--- config.mk ---
export PLATFORM = sky130hd
export DESIGN_NAME = ro_freq_meter
export DESIGN_NICKNAME = d
export VERILOG_FILES = /design/src/rtl/ro_meas_pkg.sv /design/src/rtl/ro_edge_sync.sv /design/src/rtl/ro_freq_meter.sv
export SDC_FILE = /design/constraint.sdc
export NUM_CORES = 1
export LEC_CHECK = 0
export BUFFER_PORTS_ARGS = -buffer_cell sky130_fd_sc_hd__buf_2
export CORE_UTILIZATION = 46
export DETAILED_ROUTE_END_ITERATION = 16
export PLACE_DENSITY = 0.75
export RECOVER_POWER = 100
export SLEW_MARGIN = 20
export SYNTH_ARGS = -nofsm -noshare
export SYNTH_HDL_FRONTEND = slang
export SYNTH_SLANG_ARGS = --single-unit
--- constraint.sdc ---
create_clock -name wb_clk_i -period 2.72 [get_ports wb_clk_i]
set_input_delay 0.136 -clock wb_clk_i [delete_from_list [all_inputs] [get_ports wb_clk_i]]
set_output_delay 0.136 -clock wb_clk_i [all_outputs]
set_load 0.005 [all_outputs]
--- src/rtl/ro_meas_pkg.sv ---
// Shared constants and FSM state type for the ring-oscillator frequency meter.
package ro_meas_pkg;

   localparam int unsigned NUM_RO   = 16;
   localparam int unsigned RO_SEL_W = 4;

   typedef enum logic [1:0] {
      StIdle,
      StSettle,
      StGate,
      StHold
   } ro_meas_state_e;

endpackage

--- src/rtl/ro_edge_sync.sv ---
// Multi-flop synchronizer for an asynchronous input plus a rising-edge strobe.
module ro_edge_sync #(
   parameter int unsigned SYNC_STAGES = 2
) (
   input  logic clk_i,
   input  logic rst_ni,
   input  logic d_i,
   output logic rise_o
);

   logic [SYNC_STAGES-1:0] sync_q;
   logic                   prev_q;

   always_ff @(posedge clk_i) begin
      if (!rst_ni) begin
         sync_q <= '0;
         prev_q <= 1'b0;
      end else begin
         sync_q[0] <= d_i;
         for (int i = 1; i < int'(SYNC_STAGES); i++) begin
            sync_q[i] <= sync_q[i-1];
         end
         prev_q <= sync_q[SYNC_STAGES-1];
      end
   end

   assign rise_o = sync_q[SYNC_STAGES-1] & ~prev_q;

endmodule

--- src/rtl/ro_freq_meter.sv ---
// Measurement sequencer: enables/selects a ring oscillator, counts its edges over a gate
// window and hands each count out over a valid/ready port, optionally sweeping all selects.
module ro_freq_meter
   import ro_meas_pkg::*;
#(
   parameter int unsigned CNT_W         = 24,
   parameter int unsigned GATE_W        = 24,
   parameter int unsigned SETTLE_CYCLES = 16,
   parameter int unsigned SYNC_STAGES   = 2
) (
   input  logic                wb_clk_i,
   input  logic                wb_rst_i,
   input  logic                start_i,
   input  logic                cfg_sweep_i,
   input  logic [RO_SEL_W-1:0] cfg_sel_i,
   input  logic [GATE_W-1:0]   cfg_gate_i,
   input  logic                ro_i,
   output logic                ro_en_o,
   output logic [RO_SEL_W-1:0] ro_sel_o,
   output logic                res_valid_o,
   input  logic                res_ready_i,
   output logic [RO_SEL_W-1:0] res_sel_o,
   output logic [CNT_W-1:0]    res_count_o,
   output logic                res_ovf_o,
   output logic                busy_o,
   output logic                done_o,
   output logic                err_o
);

   localparam int unsigned SetW  = $clog2(SETTLE_CYCLES + 1);
   localparam int unsigned TMR_W = (GATE_W > SetW) ? GATE_W : SetW;

   localparam logic [TMR_W-1:0]    SettleLoad = TMR_W'(SETTLE_CYCLES - 1);
   localparam logic [CNT_W-1:0]    CntMax     = '1;
   localparam logic [RO_SEL_W-1:0] LastSel    = RO_SEL_W'(NUM_RO - 1);

   ro_meas_state_e      state_q, state_d;
   logic [TMR_W-1:0]    tmr_q, tmr_d;
   logic [GATE_W-1:0]   gate_q, gate_d;
   logic                sweep_q, sweep_d;
   logic [RO_SEL_W-1:0] sel_q, sel_d;
   logic [CNT_W-1:0]    cnt_q, cnt_d;
   logic                ovf_q, ovf_d;
   logic [RO_SEL_W-1:0] res_sel_q, res_sel_d;
   logic [CNT_W-1:0]    res_cnt_q, res_cnt_d;
   logic                res_ovf_q, res_ovf_d;
   logic                done_q, done_d;
   logic                err_q, err_d;
   logic                ro_rise;

   ro_edge_sync #(
      .SYNC_STAGES(SYNC_STAGES)
   ) u_edge_sync (
      .clk_i (wb_clk_i),
      .rst_ni(wb_rst_i),
      .d_i   (ro_i),
      .rise_o(ro_rise)
   );

   always_comb begin
      state_d   = state_q;
      tmr_d     = tmr_q;
      gate_d    = gate_q;
      sweep_d   = sweep_q;
      sel_d     = sel_q;
      cnt_d     = cnt_q;
      ovf_d     = ovf_q;
      res_sel_d = res_sel_q;
      res_cnt_d = res_cnt_q;
      res_ovf_d = res_ovf_q;
      done_d    = 1'b0;
      err_d     = 1'b0;

      unique case (state_q)
         StIdle: begin
            if (start_i) begin
               if (cfg_gate_i == '0) begin
                  err_d = 1'b1;
               end else begin
                  gate_d  = cfg_gate_i;
                  sweep_d = cfg_sweep_i;
                  sel_d   = cfg_sweep_i ? '0 : cfg_sel_i;
                  tmr_d   = SettleLoad;
                  cnt_d   = '0;
                  ovf_d   = 1'b0;
                  state_d = StSettle;
               end
            end
         end

         StSettle: begin
            cnt_d = '0;
            ovf_d = 1'b0;
            if (tmr_q == '0) begin
               tmr_d   = TMR_W'(gate_q) - TMR_W'(1);
               state_d = StGate;
            end else begin
               tmr_d = tmr_q - TMR_W'(1);
            end
         end

         StGate: begin
            // Saturate rather than wrap; the flag marks that the count reached all-ones.
            if (ro_rise) begin
               if (cnt_q != CntMax) begin
                  cnt_d = cnt_q + 1'b1;
               end
               if (cnt_q >= CntMax - 1'b1) begin
                  ovf_d = 1'b1;
               end
            end
            if (tmr_q == '0) begin
               res_sel_d = sel_q;
               res_cnt_d = cnt_d;
               res_ovf_d = ovf_d;
               state_d   = StHold;
            end else begin
               tmr_d = tmr_q - TMR_W'(1);
            end
         end

         StHold: begin
            if (res_ready_i) begin
               if (sweep_q && (sel_q != LastSel)) begin
                  sel_d   = sel_q + 1'b1;
                  tmr_d   = SettleLoad;
                  state_d = StSettle;
               end else begin
                  done_d  = 1'b1;
                  state_d = StIdle;
               end
            end
         end

         default: begin
            state_d = StIdle;
         end
      endcase
   end

   always_ff @(posedge wb_clk_i) begin
      if (!wb_rst_i) begin
         state_q   <= StIdle;
         tmr_q     <= '0;
         gate_q    <= '0;
         sweep_q   <= 1'b0;
         sel_q     <= '0;
         cnt_q     <= '0;
         ovf_q     <= 1'b0;
         res_sel_q <= '0;
         res_cnt_q <= '0;
         res_ovf_q <= 1'b0;
         done_q    <= 1'b0;
         err_q     <= 1'b0;
      end else begin
         state_q   <= state_d;
         tmr_q     <= tmr_d;
         gate_q    <= gate_d;
         sweep_q   <= sweep_d;
         sel_q     <= sel_d;
         cnt_q     <= cnt_d;
         ovf_q     <= ovf_d;
         res_sel_q <= res_sel_d;
         res_cnt_q <= res_cnt_d;
         res_ovf_q <= res_ovf_d;
         done_q    <= done_d;
         err_q     <= err_d;
      end
   end

   assign busy_o      = (state_q != StIdle);
   assign ro_en_o     = (state_q == StSettle) || (state_q == StGate);
   assign res_valid_o = (state_q == StHold);
   assign ro_sel_o    = sel_q;
   assign res_sel_o   = res_sel_q;
   assign res_count_o = res_cnt_q;
   assign res_ovf_o   = res_ovf_q;
   assign done_o      = done_q;
   assign err_o       = err_q;

endmodule

Word-level counts from Yosys, hierarchy flattened --
Cells that the tools add are included. Widths: inputs -> output; s select.
Storage, ports and cells: logic and storage cells 82, flip-flop bits (word level) 114
Cells by class: reduce and logical (&&, ||, !) cells 16, equal/unequal tests 12, $add $sub $neg 4, muxes and demuxes 32, magnitude comparators 1, bitwise logic cells 3
Operators by type and width (count):
- $mux 24 | 10
- $pmux 24 s4 | 1
- $pmux 24 s3 | 1
- $logic_not 24->1 | 2
- $sub 24x1->24 const B | 2
- $add 24x1->24 const B | 1
- $ge 24x24->1 const B | 1
- $ne 24x24->1 const B | 1
- $mux 4 | 5
- $reduce_and 5->1 | 3
- $reduce_and 3->1 | 4
- $mux 2 | 5
- $ne 2x2->1 const B | 5
- $pmux 2 s4 | 1
- $pmux 4 s2 | 1
- $mux 1 | 7
- $add 4x1->4 const B | 1
- $eq 2x2->1 const B | 2
- $ne 2x1->1 const B | 2
- $ne 4x4->1 const B | 1
- $reduce_bool 2->1 | 2
- $pmux 1 s3 | 1
- $reduce_bool 3->1 | 1
- $eq 2x1->1 const B | 1
- other kinds (6) | 7

Longest topological paths before layout --
Gate-level depths: netlist (run 1).
depth after elaboration 5, gate-level depth with buffers 10

Cells and area by module --
Synthesis (run 1) repeated with hierarchy kept, for this count alone.
Unflattened totals: cells, all modules 777, area, all modules 6573.8 um^2
By module, submodules not included:
- ro_freq_meter | cells an instance 770, area each 6481.2 um^2, instances 1, sequential area each 2222.1 um^2
- ro_edge_sync | cells an instance 7, area each 92.6 um^2, instances 1, sequential area each 60.1 um^2

Worst setup path after synthesis (run 1) --
OpenSTA, ideal clock, no wires.
kind flip-flop to flip-flop, start point register tmr_q[0], end point register tmr_q[22], arrival 2.271 ns, clock period less this slack 2.395 ns, required time 2.597 ns, cell stages (with the launch flop) 9, setup slack 0.325 ns, buffers on the path 1, setup time 0.123 ns, cells stage by stage dfxtp_1 > inv_1 > ha_1 > or4b_1 > or3_1 > clkbuf_1 > or3_1 > a31o_2 > o2bb2ai_1
Between the ends: cells in the longest elaborated chain, start to end 3, elaborated cells between the ends (all ways) 7
RTL lines:
- from (decl) | line ro_freq_meter.sv:38 | logic [TMR_W-1:0] tmr_q, tmr_d;
- from (signal assigned) | line ro_freq_meter.sv:157 | tmr_q <= tmr_d;
- $sub 24x1->24 / $logic_not 24->1 (equally long branches)
- $mux 24 (tied with other cells) | line ro_freq_meter.sv:112 | if (tmr_q == '0) begin
- $pmux 24 s4 / $reduce_and 5->1 (equally long branches)
Parallel ways exist; a longest one is shown, timed or not. The select of a mux whose other input is x is not followed. A chain may end at the register's enable or synchronous reset.

Worst setup path in the final report (run 1) --
Ends and elaborated chain as after synthesis.

==> summary.txt, run 1 <==
Outcome
  • Status: finished, violations left
  • Failing checks: negative hold slack

Detailed routing
  • Routed len/inst: 17.5 µm
  • DRT Pass-1 Iters: 6
  • # DRC: 0
  • Detailed-route via count: 6,846
  • Antenna-violating nets left: 0
  • Vias per cell: 6.11
  • Total Wirelength: 19,700 µm
  • Initial DRC count: 720

Min path
  • HP Class: in2reg
  • Worst hold path endpoint: err_o
  • Worst Hold Path Cells: 3
  • Hold path startpoint: start_i

Place
  • Placed Cells: 1,063
  • RePlAce Congestion: 0.922
  • Port Buf Inserts: 71
  • DP HPWL: 12,900 µm

Critical path
  • Most used cell, CP: or3_1
  • R2R setup slack: 0.16 ns
  • Critical path type: reg2reg
  • Startpoint types: register
  • Worst stage delay on the critical path: 0.55 ns
  • Worst r2r src: tmr_q[0]
  • Critical path data required time: 3.03 ns
  • Crit end category: register
  • Reg2Reg Depth: 7
  • Arr. time, crit path: 2.87 ns
  • FF-to-FF End: tmr_q[22]
  • Crit path max fanout: 5
  • CP cell instances: inv_1 -> ha_1 -> or4b_1 -> or3_1 -> or3_1 -> a31o_2 -> o2bb2ai_1
  • Worst path slowest cell: or4b_1

STA
  • Final setup TNS: 0 ns
  • Final setup violation count: 0
  • Worst-margin pin slew: 0.804 ns
  • Clock Skews: 0.00952 ns
  • Final Cycle Share: 94.0%
  • Slew Limit Headroom: 46.4%
  • Final hold vios: 1
  • Max-slew violations: 0
  • Max Fclk: 0.391 GHz
  • RSZ-0062 raised after global routing: no
  • Worst hold slack: -0.00261 ns
  • Final min period: 2.56 ns

CTS
  • Clk root buf: clkbuf_16
  • Clk sinks: 114
  • H-tree depth: 4
  • CTS tree: built
  • Clk buf depth: 2
  • Inserted Clock Buffers: 17
  • Clock Latency Late Sink: 0.43 ns
  • Post-cts sizing count: 0
  • Setup Buffers After CTS: 0
  • Clock Pin Slew Worst Setup and Hold Paths: 0.06 ns

Global route
  • First-pass GRT wire length: 31,300 µm
  • Vias in the first global route: 6,199
  • Initial antenna violation count: 0
  • GR Util All Layers: 27.2%
  • Largest net degree at the start of global routing: 37
  • Total grt overflow: 0

Logic synthesis
  • Largest family of logic cells by synthesized area: simple AND/OR/NAND/NOR gates
  • Post-synthesis simple-gate area fraction: 27.7%
  • Ys flop type: dfxtp_1
  • Xor-xnor portion of the synthesized cell area: 5.81%
  • Post-Syn Area per Cell: 7.98 µm²
  • Compound-gate portion of the synthesized area: 20.9%
  • Post-Synth Adder-Cell Area: 1.93%
  • Mux share of post-synthesis cell area: 4.03%
  • Synthesis Warnings: 0
  • Number of synthesized flops with an enable pin: 0
  • Synthesized area: 6480 µm²
  • Mapped Nets: 856
  • FFs w/ async S/R, synth: 0%
  • Synth unique cells: 69
  • Mapped Cells: 812
  • Sequential fraction of the synthesis area: 35.2%
  • Flops & latches, synth: 114

Pwr
  • Logic pwr share: 46.9%
  • Switching Share: 42.5%
  • Static Leak: 2.97 nW
  • VDD IR max: 577 µV
  • Cell area power density: 1010 nW/µm²
  • P_sw: 0.00346 W
  • Power Internal: 0.00469 W
  • Tot Pwr: 0.00815 W
  • Clock power frac: 26.9%
  • Seq pwr share: 26.2%

Floorplanning
  • Area of the core: 13,800 µm²
  • Rows: 43
  • Die area: 14,600 µm²
  • Die height: 121 µm
  • Starting Density: 46.9%
  • Die width: 121 µm
  • I/O pins: 72

Final layout
  • Post-layout util: 58.4%
  • Share of cells above drive strength 1: 16.3%
  • Most frequent cells in the layout: dfxtp_1 (114), nor2_1 (87), nand2_1 (60)
  • Nets@finish: 972
  • Antenna Cells: 0
  • Area growth syn-to-layout: 24.5%
  • Commonest non-fill, non-tap cell in the layout: dfxtp_1
  • Non-filler instance count after layout: 1,121

Job
  • Max-cap viol count: 0
==> sequential cells by signal, indices dropped and copies added (netlist names) <==
name	count
tmr_q	24
u_edge_sync.sync_q	2
done_o	1
res_sel_o	4
cnt_q	24
res_ovf_o	1
err_o	1
u_edge_sync.prev_q	1
res_count_o	24
sweep_q	1
ro_sel_o	4
gate_q	24
state_q	2
ovf_q	1
==> cell families after synthesis <==
kind of cell,count (synthesis)
mux,26
buf+inv,74
xor+xnor,43
simple gates,338
flops,114
compound gates,207
fa+ha+maj,10
==> critical path: cells and delay by family (launching register included) <==
kind | cells | cell delay, ns
fa+ha+maj | 1 | 0.27
flops | 1 | 0.33
buf+inv | 1 | 0.11
simple gates | 3 | 1.35
compound gates | 2 | 0.37
==> routing by layer <==
metal	global-route usage [%]	routed length, µm	vias to the layer above
met5	0	0	-
met4	12.9	553	0
met3	5.24	1470	56
met2	41.5	8910	366
met1	36.8	8740	3160
li1	-	-	3264
==> worst max-delay path by stage <==
stage | startpoint | endpoint | slack (ns) | cells after the start
final | tmr_q[0] | tmr_q[22] | 0.16 | 7
after global routing | cnt_q[2] | res_count_o[21] | 0.04 | 7
after CTS | state_q[0] | tmr_q[11] | 0.13 | 9
after detailed placement | state_q[0] | tmr_q[11] | 0.14 | 9
after global placement | state_q[0] | tmr_q[11] | 0.21 | 9
after floorplan | tmr_q[0] | tmr_q[22] | 0.33 | 8
==> stage by stage <==
step,setup WS [ns],area [µm²]
3_5_place_dp,0.139,7310
3_3_place_gp,0.211,7310
6_report,0.163,8070
5_1_grt,0.0357,8070
4_1_cts,0.126,8140
2_1_floorplan,0.325,6480
==> synthesized netlist by cell type, types with 3 or more instances <==
cell type / number / area, µm²
dfxtp_1: 114 / 2280
nor2_1: 87 / 327
nand2_1: 60 / 225
a21oi_1: 53 / 265
o21ai_0: 49 / 245
clkbuf_1: 41 / 154
nand3_1: 37 / 185
nor4_1: 29 / 181
mux2i_1: 25 / 250
nor3_1: 25 / 125
xor2_1: 23 / 201
a211oi_1: 22 / 165
inv_1: 21 / 78.8
or3_1: 21 / 131
xnor2_1: 20 / 175
a31oi_1: 19 / 119
nand4_1: 14 / 87.6
or4_1: 12 / 90.1
o22ai_1: 11 / 68.8
ha_1: 10 / 125
and3_1: 7 / 43.8
and4_1: 7 / 61.3
buf_2: 7 / 35.0
nand2b_1: 7 / 43.8
a311oi_1: 6 / 52.6
and2_1: 6 / 37.5
a2bb2oi_1: 5 / 43.8
nand4b_1: 4 / 35.0
o311ai_0: 4 / 35.0
or3b_2: 4 / 35.0
a221oi_1: 3 / 26.3
a22o_1: 3 / 26.3
buf_1: 3 / 11.3
o221ai_1: 3 / 26.3
o31ai_1: 3 / 22.5
==> power groups by stage <==
stage	clock, W	combinational [W]	sequential, W
final	0.00219	0.00383	0.00213
after global routing	0.00227	0.00413	0.00216
after CTS	0.00219	0.00377	0.00212
after detailed placement	0	0.00371	0.00215
after global placement	0	0.00368	0.00215
after floorplan	0	0.00246	0.00211
==> layout make-up <==
class / instances / area, µm²
clock buffer: 19 / 453
timing repair buffer: 148 / 977
multi-input combinational: 624 / 3920
clock inverter: 13 / 124
fill: 1210 / 5760
sequential: 114 / 2280
tap: 180 / 225
inverter: 23 / 86.3
==> timing repair <==
| action | CTS | global route |
|---|---|---|
| endpoints found under the hold margin | 26 | 0 |
| setup endpoints to repair | 0 | 0 |
| hold buffers | 26 | 0 |
Note: power is estimated with default switching activity, not from simulation.
==> inputs of run 2 (changes only) <==
--- a/config.mk
+++ b/config.mk
@@ -10,6 +10,7 @@
 export DETAILED_ROUTE_END_ITERATION = 16
 export PLACE_DENSITY = 0.75
 export RECOVER_POWER = 100
+export SKIP_LAST_GASP = 1
 export SLEW_MARGIN = 20
 export SYNTH_ARGS = -nofsm -noshare
 export SYNTH_HDL_FRONTEND = slang
==> constraint.sdc (replaced) <==
create_clock -name wb_clk_i -period 2.72 [get_ports wb_clk_i]
set_input_delay 0.136 -clock wb_clk_i [delete_from_list [all_inputs] [get_ports wb_clk_i]]
set_output_delay 0.136 -clock wb_clk_i [all_outputs]
set_load 0.05 [all_outputs]
==> run 2 against run 1 <==
Compared with the run above:
- the flow still finishes with violations (negative hold slack)
- final cell count did not move
- worst hold slack worse by 0.00069 ns
- final area down 0.22%
- wire length increased by 0.13%
- combinational power is 8.4% higher
- critical endpoint is now tmr_q[20]
- largest cell class unchanged
- critical path depth increased by 1
- flip-flop and latch count unchanged
==> summary.txt, run 2 (synthesized netlist as in run 1, its figures left out) <==
CTS
  • Clock Latency Late Sink: 0.43 ns (about the same)
  • H-tree depth: 4 (unchanged)
  • Inserted Clock Buffers: 17 (unchanged)
  • Post-cts sizing count: 0 (unchanged)
  • Hold Buf Count CTS: 26 (unchanged)
  • Clk buf depth: 2 (unchanged)
  • CTS tree: built
  • Clk sinks: 114 (unchanged)
  • Clk root buf: clkbuf_16
  • Setup Buffers After CTS: 0 (unchanged)
  • Clock Pin Slew Worst Setup and Hold Paths: 0.06 ns (about the same)

Pwr
  • VDD IR max: 609 µV (+5.5%)
  • Switching Share: 44.8% (+2.3 points)
  • Static Leak: 2.88 nW (-2.8%)
  • Power Internal: 0.00468 W (about the same)
  • P_sw: 0.00380 W (+9.7%)
  • Clock power frac: 25.9% (-1.0 points)
  • Logic pwr share: 49.0% (+2.1 points)
  • Cell area power density: 1050 nW/µm² (+4.3%)
  • Seq pwr share: 25.2% (-1.0 points)

Floorplanning
  • I/O pins: 72 (unchanged)
  • Area of the core: 13,800 µm² (unchanged)
  • Rows: 43 (unchanged)
  • Die height: 121 µm (unchanged)
  • Starting Density: 46.9% (unchanged)
  • Die width: 121 µm (unchanged)
  • Die area: 14,600 µm² (unchanged)

Global route
  • Total grt overflow: 0 (unchanged)
  • Largest net degree at the start of global routing: 37 (unchanged)
  • GR Util All Layers: 27.2% (unchanged)
  • First-pass GRT wire length: 31,300 µm (unchanged)
  • Vias in the first global route: 6,199 (unchanged)
  • Initial antenna violation count: 0 (unchanged)

Outcome
  • Status: finished, violations left
  • Failing checks: negative hold slack

Place
  • Setup Slack @ Placement: 0.139 ns (unchanged)
  • RePlAce Congestion: 0.922 (unchanged)
  • DP HPWL: 12,900 µm (unchanged)
  • Port Buf Inserts: 71 (unchanged)

STA
  • Final hold vios: 1 (unchanged)
  • Final WS setup: 0.155 ns (-0.00751 ns)
  • Final setup violation count: 0 (unchanged)
  • Slew Limit Headroom: 46.5% (about the same)
  • Worst-margin pin slew: 0.803 ns (-0.000519 ns)
  • Final min period: 2.56 ns (+0.00751 ns)
  • Final Cycle Share: 94.3% (+0.28 points)
  • Max-slew violations: 0 (unchanged)
  • RSZ-0062 raised after global routing: no
  • Worst hold slack: -0.00330 ns (-0.000689 ns)
  • Clock Skews: 0.0105 ns (+0.00102 ns)
  • Max Fclk: 0.390 GHz (-0.29%)
  • Final setup TNS: 0 ns (unchanged)

Critical path
  • Critical path data required time: 3.02 ns (about the same)
  • Arr. time, crit path: 2.87 ns (about the same)
  • Crit path max fanout: 5 (unchanged)
  • Reg2Reg Depth: 8 (+1)
  • CP startpoint: tmr_q[0]
  • Worst setup endpoint: tmr_q[20]
  • Crit end category: register
  • Worst r2r src: tmr_q[0]
  • R2R setup slack: 0.16 ns (about the same)
  • Startpoint types: register
  • FF-to-FF End: tmr_q[20]
  • Critical path type: reg2reg

Job
  • Max-cap viol count: 0 (unchanged)

Final layout
  • Filler Cells Inserted: 1,219 (+0.74%)
  • Most frequent cells in the layout: dfxtp_1 (114), nor2_1 (87), nand2_1 (60)
  • Area growth syn-to-layout: 24.2%
  • Antenna Cells: 0 (unchanged)
  • Nets@finish: 972 (unchanged)
  • Share of cells above drive strength 1: 14.1% (-2.1 points)
  • Commonest non-fill, non-tap cell in the layout: dfxtp_1

Detailed routing
  • Routed len/inst: 17.6 µm (+0.13%)
  • Initial DRC count: 749 (+4.0%)
  • Total Wirelength: 19,700 µm (+0.13%)
  • Antenna-violating nets left: 0 (unchanged)
  • # DRC: 0 (unchanged)
  • Detailed-route via count: 6,848 (+0.029%)
  • DRT Pass-1 Iters: 5 (-1)
  • Vias per cell: 6.11 (about the same)

Min path
  • HP Class: in2reg
[run 2: changes by cell type in the layout (fill, tap and decap cells not counted)]
cell      change
buf_4         +4
buf_2        -23
clkbuf_1     +20
clkbuf_4      -1
[run 2: per-stage QoR]
step	cells	instance area (µm²)	hold slack (ns)	power, W	util, %
global placement	1063	7310	0.350	0.00616	52.8
CTS	1121	8140	0.0132	0.00842	58.9
floorplan	812	6480	0.263	0.00490	-
detailed placement	1063	7310	0.349	0.00619	52.8
finish	1121	8050	-0.00330	0.00848	58.2
global route	1121	8050	0.00203	0.00889	58.2
[run 2: final cells by class]
cell class / instances / area (µm²) / area share, %
multi-input combinational: 624 / 3920 / 48.7
sequential: 114 / 2280 / 28.3
tap: 180 / 225 / 2.80
clock buffer: 19 / 453 / 5.62
clock inverter: 13 / 124 / 1.54
timing repair buffer: 148 / 960 / 11.9
inverter: 23 / 86.3 / 1.07
[run 2: per-layer routing]
metal / vias to the layer above / routed length (µm) / GRT usage [%]
li1: 3264 / - / -
met1: 3136 / 8720 / 36.8
met2: 383 / 8850 / 41.5
met3: 65 / 1520 / 5.24
met4: 0 / 597 / 12.9
met5: - / 0 / 0
[run 2: power groups by stage]
| stage | combinational, W | clock, W | sequential [W] |
|---|---|---|---|
| floorplan | 0.00255 | 0 | 0.00234 |
| global placement | 0.00401 | 0 | 0.00215 |
| detailed placement | 0.00404 | 0 | 0.00215 |
| CTS | 0.00410 | 0.00219 | 0.00212 |
| global route | 0.00445 | 0.00227 | 0.00216 |
| finish | 0.00415 | 0.00219 | 0.00214 |
[run 2: how the worst min path moves through the flow]
stage / slack (ns) / endpoint / cells past startpoint / from
floorplan: 0.26 / u_edge_sync.sync_q[0] / 1 / ro_i
global placement: 0.35 / u_edge_sync.sync_q[0] / 2 / ro_i
detailed placement: 0.35 / u_edge_sync.sync_q[0] / 2 / ro_i
CTS: 0.01 / done_o / 2 / res_ready_i
global route: 0.002 / err_o / 3 / start_i
finish: -0.003 / err_o / 3 / start_i
[run 2: critical path, cell delays in order (launching register included)]
cell      delay [ns]
dfxtp_1         0.33
inv_1           0.12
ha_1            0.27
or4b_1          0.55
or3_1           0.41
o311ai_0        0.37
o31ai_1         0.15
a21oi_1         0.15
o22ai_1         0.09
==> inputs of run 3 (changes only) <==
--- a/config.mk
+++ b/config.mk
@@ -6,6 +6,7 @@
 export NUM_CORES = 1
 export LEC_CHECK = 0
 export BUFFER_PORTS_ARGS = -buffer_cell sky130_fd_sc_hd__buf_2
+export CORE_MARGIN = 3
 export CORE_UTILIZATION = 46
 export DETAILED_ROUTE_END_ITERATION = 16
 export PLACE_DENSITY = 0.75
==> run 3 against run 2 <==
Compared with the run above:
- the run now ends clean
- utilization up 0.80 points
- combinational power down 3%
- worst hold slack better by 0.0092 ns
- sequential power about the same
- global-route usage down 3.9 points
- largest power group unchanged
==> summary.txt, run 3 (synthesized netlist as in run 1, its figures left out) <==
Global route
  • GR Util All Layers: 23.4% (-3.9 points)
  • Largest net degree at the start of global routing: 44 (+19%)
  • Vias in the first global route: 6,042 (-2.5%)
  • Total grt overflow: 0 (unchanged)
  • First-pass GRT wire length: 30,500 µm (-2.5%)
  • Initial antenna violation count: 0 (unchanged)

Critical path
  • Arr. time, crit path: 2.86 ns (about the same)
  • Startpoint types: register
  • Crit end category: register
  • Crit path max fanout: 5 (unchanged)
  • CP startpoint: tmr_q[0]
  • Critical path type: reg2reg
  • Worst r2r src: tmr_q[0]
  • Critical path data required time: 3.06 ns (+0.04 ns)

Detailed routing
  • Routed len/inst: 16.8 µm (-4.1%)
  • # DRC: 0 (unchanged)
  • Vias per cell: 6.05 (-0.94%)
  • Antenna-violating nets left: 0 (unchanged)
  • Total Wirelength: 18,600 µm (-5.6%)
  • Detailed-route via count: 6,681 (-2.4%)
  • Initial DRC count: 832 (+11%)
  • DRT Pass-1 Iters: 6 (+1)

Final layout
  • Antenna Cells: 0 (unchanged)
  • Most frequent cells in the layout: dfxtp_1 (114), nor2_1 (87), nand2_1 (60)
  • Reg area: 2280 µm² (unchanged)
  • Area used by multi-input combinational logic: 3920 µm² (about the same)
  • Filler Cells Inserted: 1,188 (-2.5%)
  • Share of cells above drive strength 1: 13.0% (-1.1 points)
  • Commonest non-fill, non-tap cell in the layout: dfxtp_1
  • Post-layout util: 59.0% (+0.80 points)
  • Area growth syn-to-layout: 23.0%
  • Nets@finish: 959 (-1.3%)

CTS
  • Clock Latency Late Sink: 0.41 ns (-0.02 ns)
  • Inserted Clock Buffers: 17 (unchanged)
  • Clk buf depth: 2 (unchanged)
  • Clk root buf: clkbuf_16
  • Clk sinks: 114 (unchanged)
  • CTS tree: built
  • H-tree depth: 4 (unchanged)
  • Clock Pin Slew Worst Setup and Hold Paths: 0.05 ns (about the same)

Min path
  • HP Class: in2reg
  • Hold path startpoint: start_i

Place
  • DP HPWL: 12,800 µm (-1.3%)
  • Port Buf Inserts: 71 (unchanged)
  • RePlAce Congestion: 0.945 (+2.5%)

Job
  • Max-cap viol count: 0 (unchanged)

STA
  • Final Cycle Share: 92.6% (-1.7 points)
  • RSZ-0062 raised after global routing: no
  • Max-slew violations: 0 (unchanged)
  • Final setup TNS: 0 ns (unchanged)
  • Max Fclk: 0.397 GHz (+1.8%)
  • Slew Limit Headroom: 44.7% (-1.7 points)
  • Worst-margin pin slew: 0.829 ns (+0.0259 ns)
  • Final hold vios: 0 (-1)
  • Final min period: 2.52 ns (-0.0460 ns)
  • Clock Skews: 0.00896 ns (-0.00158 ns)
  • Final setup violation count: 0 (unchanged)

Floorplanning
  • Starting Density: 48.0% (+1.1 points)
  • Rows: 42 (-2.3%)
  • Die height: 125 µm (+3.3%)
  • Die width: 125 µm (+3.3%)
  • Die area: 15,600 µm² (+6.7%)
  • I/O pins: 72 (unchanged)
  • Area of the core: 13,500 µm² (-2.3%)

Pwr
  • Tot Pwr: 0.00845 W (-0.39%)
  • Cell area power density: 1060 nW/µm² (+0.60%)
  • VDD IR max: 741 µV (+22%)
  • Static Leak: 2.84 nW (-1.5%)

Outcome
  • Status: complete, no violations
[run 3: cell types whose count changed in the layout (fill, tap and decap cells not counted), sizes merged]
| cell | delta |
|---|---|
| buf | -10 |
| inv | -5 |
| clkinv | +3 |
| bufinv | +2 |
| clkinvlp | -2 |
| dlygate4sd3 | -2 |
| clkbuf | +1 |
[run 3: area by class of cell]
class / instances / share of cell area, %
Multi-Input combinational cell: 624 / 49.1
Sequential cell: 114 / 28.6
Timing Repair Buffer: 135 / 10.8
Clock buffer: 21 / 5.65
Tap cell: 176 / 2.76
Clock inverter: 11 / 1.95
Inverter: 23 / 1.08
[run 3: layer usage]
| metal | routed length (µm) | vias to the layer above | global-route usage (%) |
|---|---|---|---|
| met5 | 0 | - | 0 |
| met2 | 8310 | 290 | 35.5 |
| met4 | 498 | 0 | 8.77 |
| met3 | 1360 | 49 | 5.62 |
| met1 | 8420 | 3099 | 32.1 |
| li1 | - | 3243 | - |
[run 3: metrics by stage]
stage,std cells,area [µm²],hold WS [ns],setup slack [ns]
6_report,1104,7970,0.00589,0.201
3_3_place_gp,1048,7220,0.351,0.336
2_1_floorplan,812,6480,0.263,0.0417
5_1_grt,1104,7970,0.0336,0.0871
4_1_cts,1104,8060,0.00239,0.237
3_5_place_dp,1048,7220,0.348,0.276
[run 3: critical path, stage by stage (launching register included)]
cell and delay [ns]:
dfxtp_1 0.33, inv_1 0.11, ha_1 0.23, or4b_1 0.53, or3_1 0.41, or3_1 0.39, o31ai_1 0.22, a21oi_1 0.07
o2bb2ai_1 0.15
[run 3: timing repair]
action	in CTS	in global routing
hold buffers	24	0
hold endpoints to repair	24	0
endpoints found under the setup margin	0	0
gates resized for setup	0	0
buffers inserted	0	0
[run 3: worst paths after layout]
check                                        endpoint  slack [ns]  cells past startpoint
worst max-delay path                        tmr_q[22]        0.20                      8
worst min-delay path                            err_o       0.006                      3
worst max register to register              tmr_q[22]        0.20                      8
worst min register to register  u_edge_sync.sync_q[1]        0.45                      1
[run 3: power by group]
part	leakage, nW	switching [W]	internal, W	total (W)
registers	0.926	0.000255	0.00189	0.00214
clock network	0.292	0.000811	0.00147	0.00228
logic	1.62	0.00260	0.00143	0.00402
total	2.84	0.00366	0.00479	0.00845
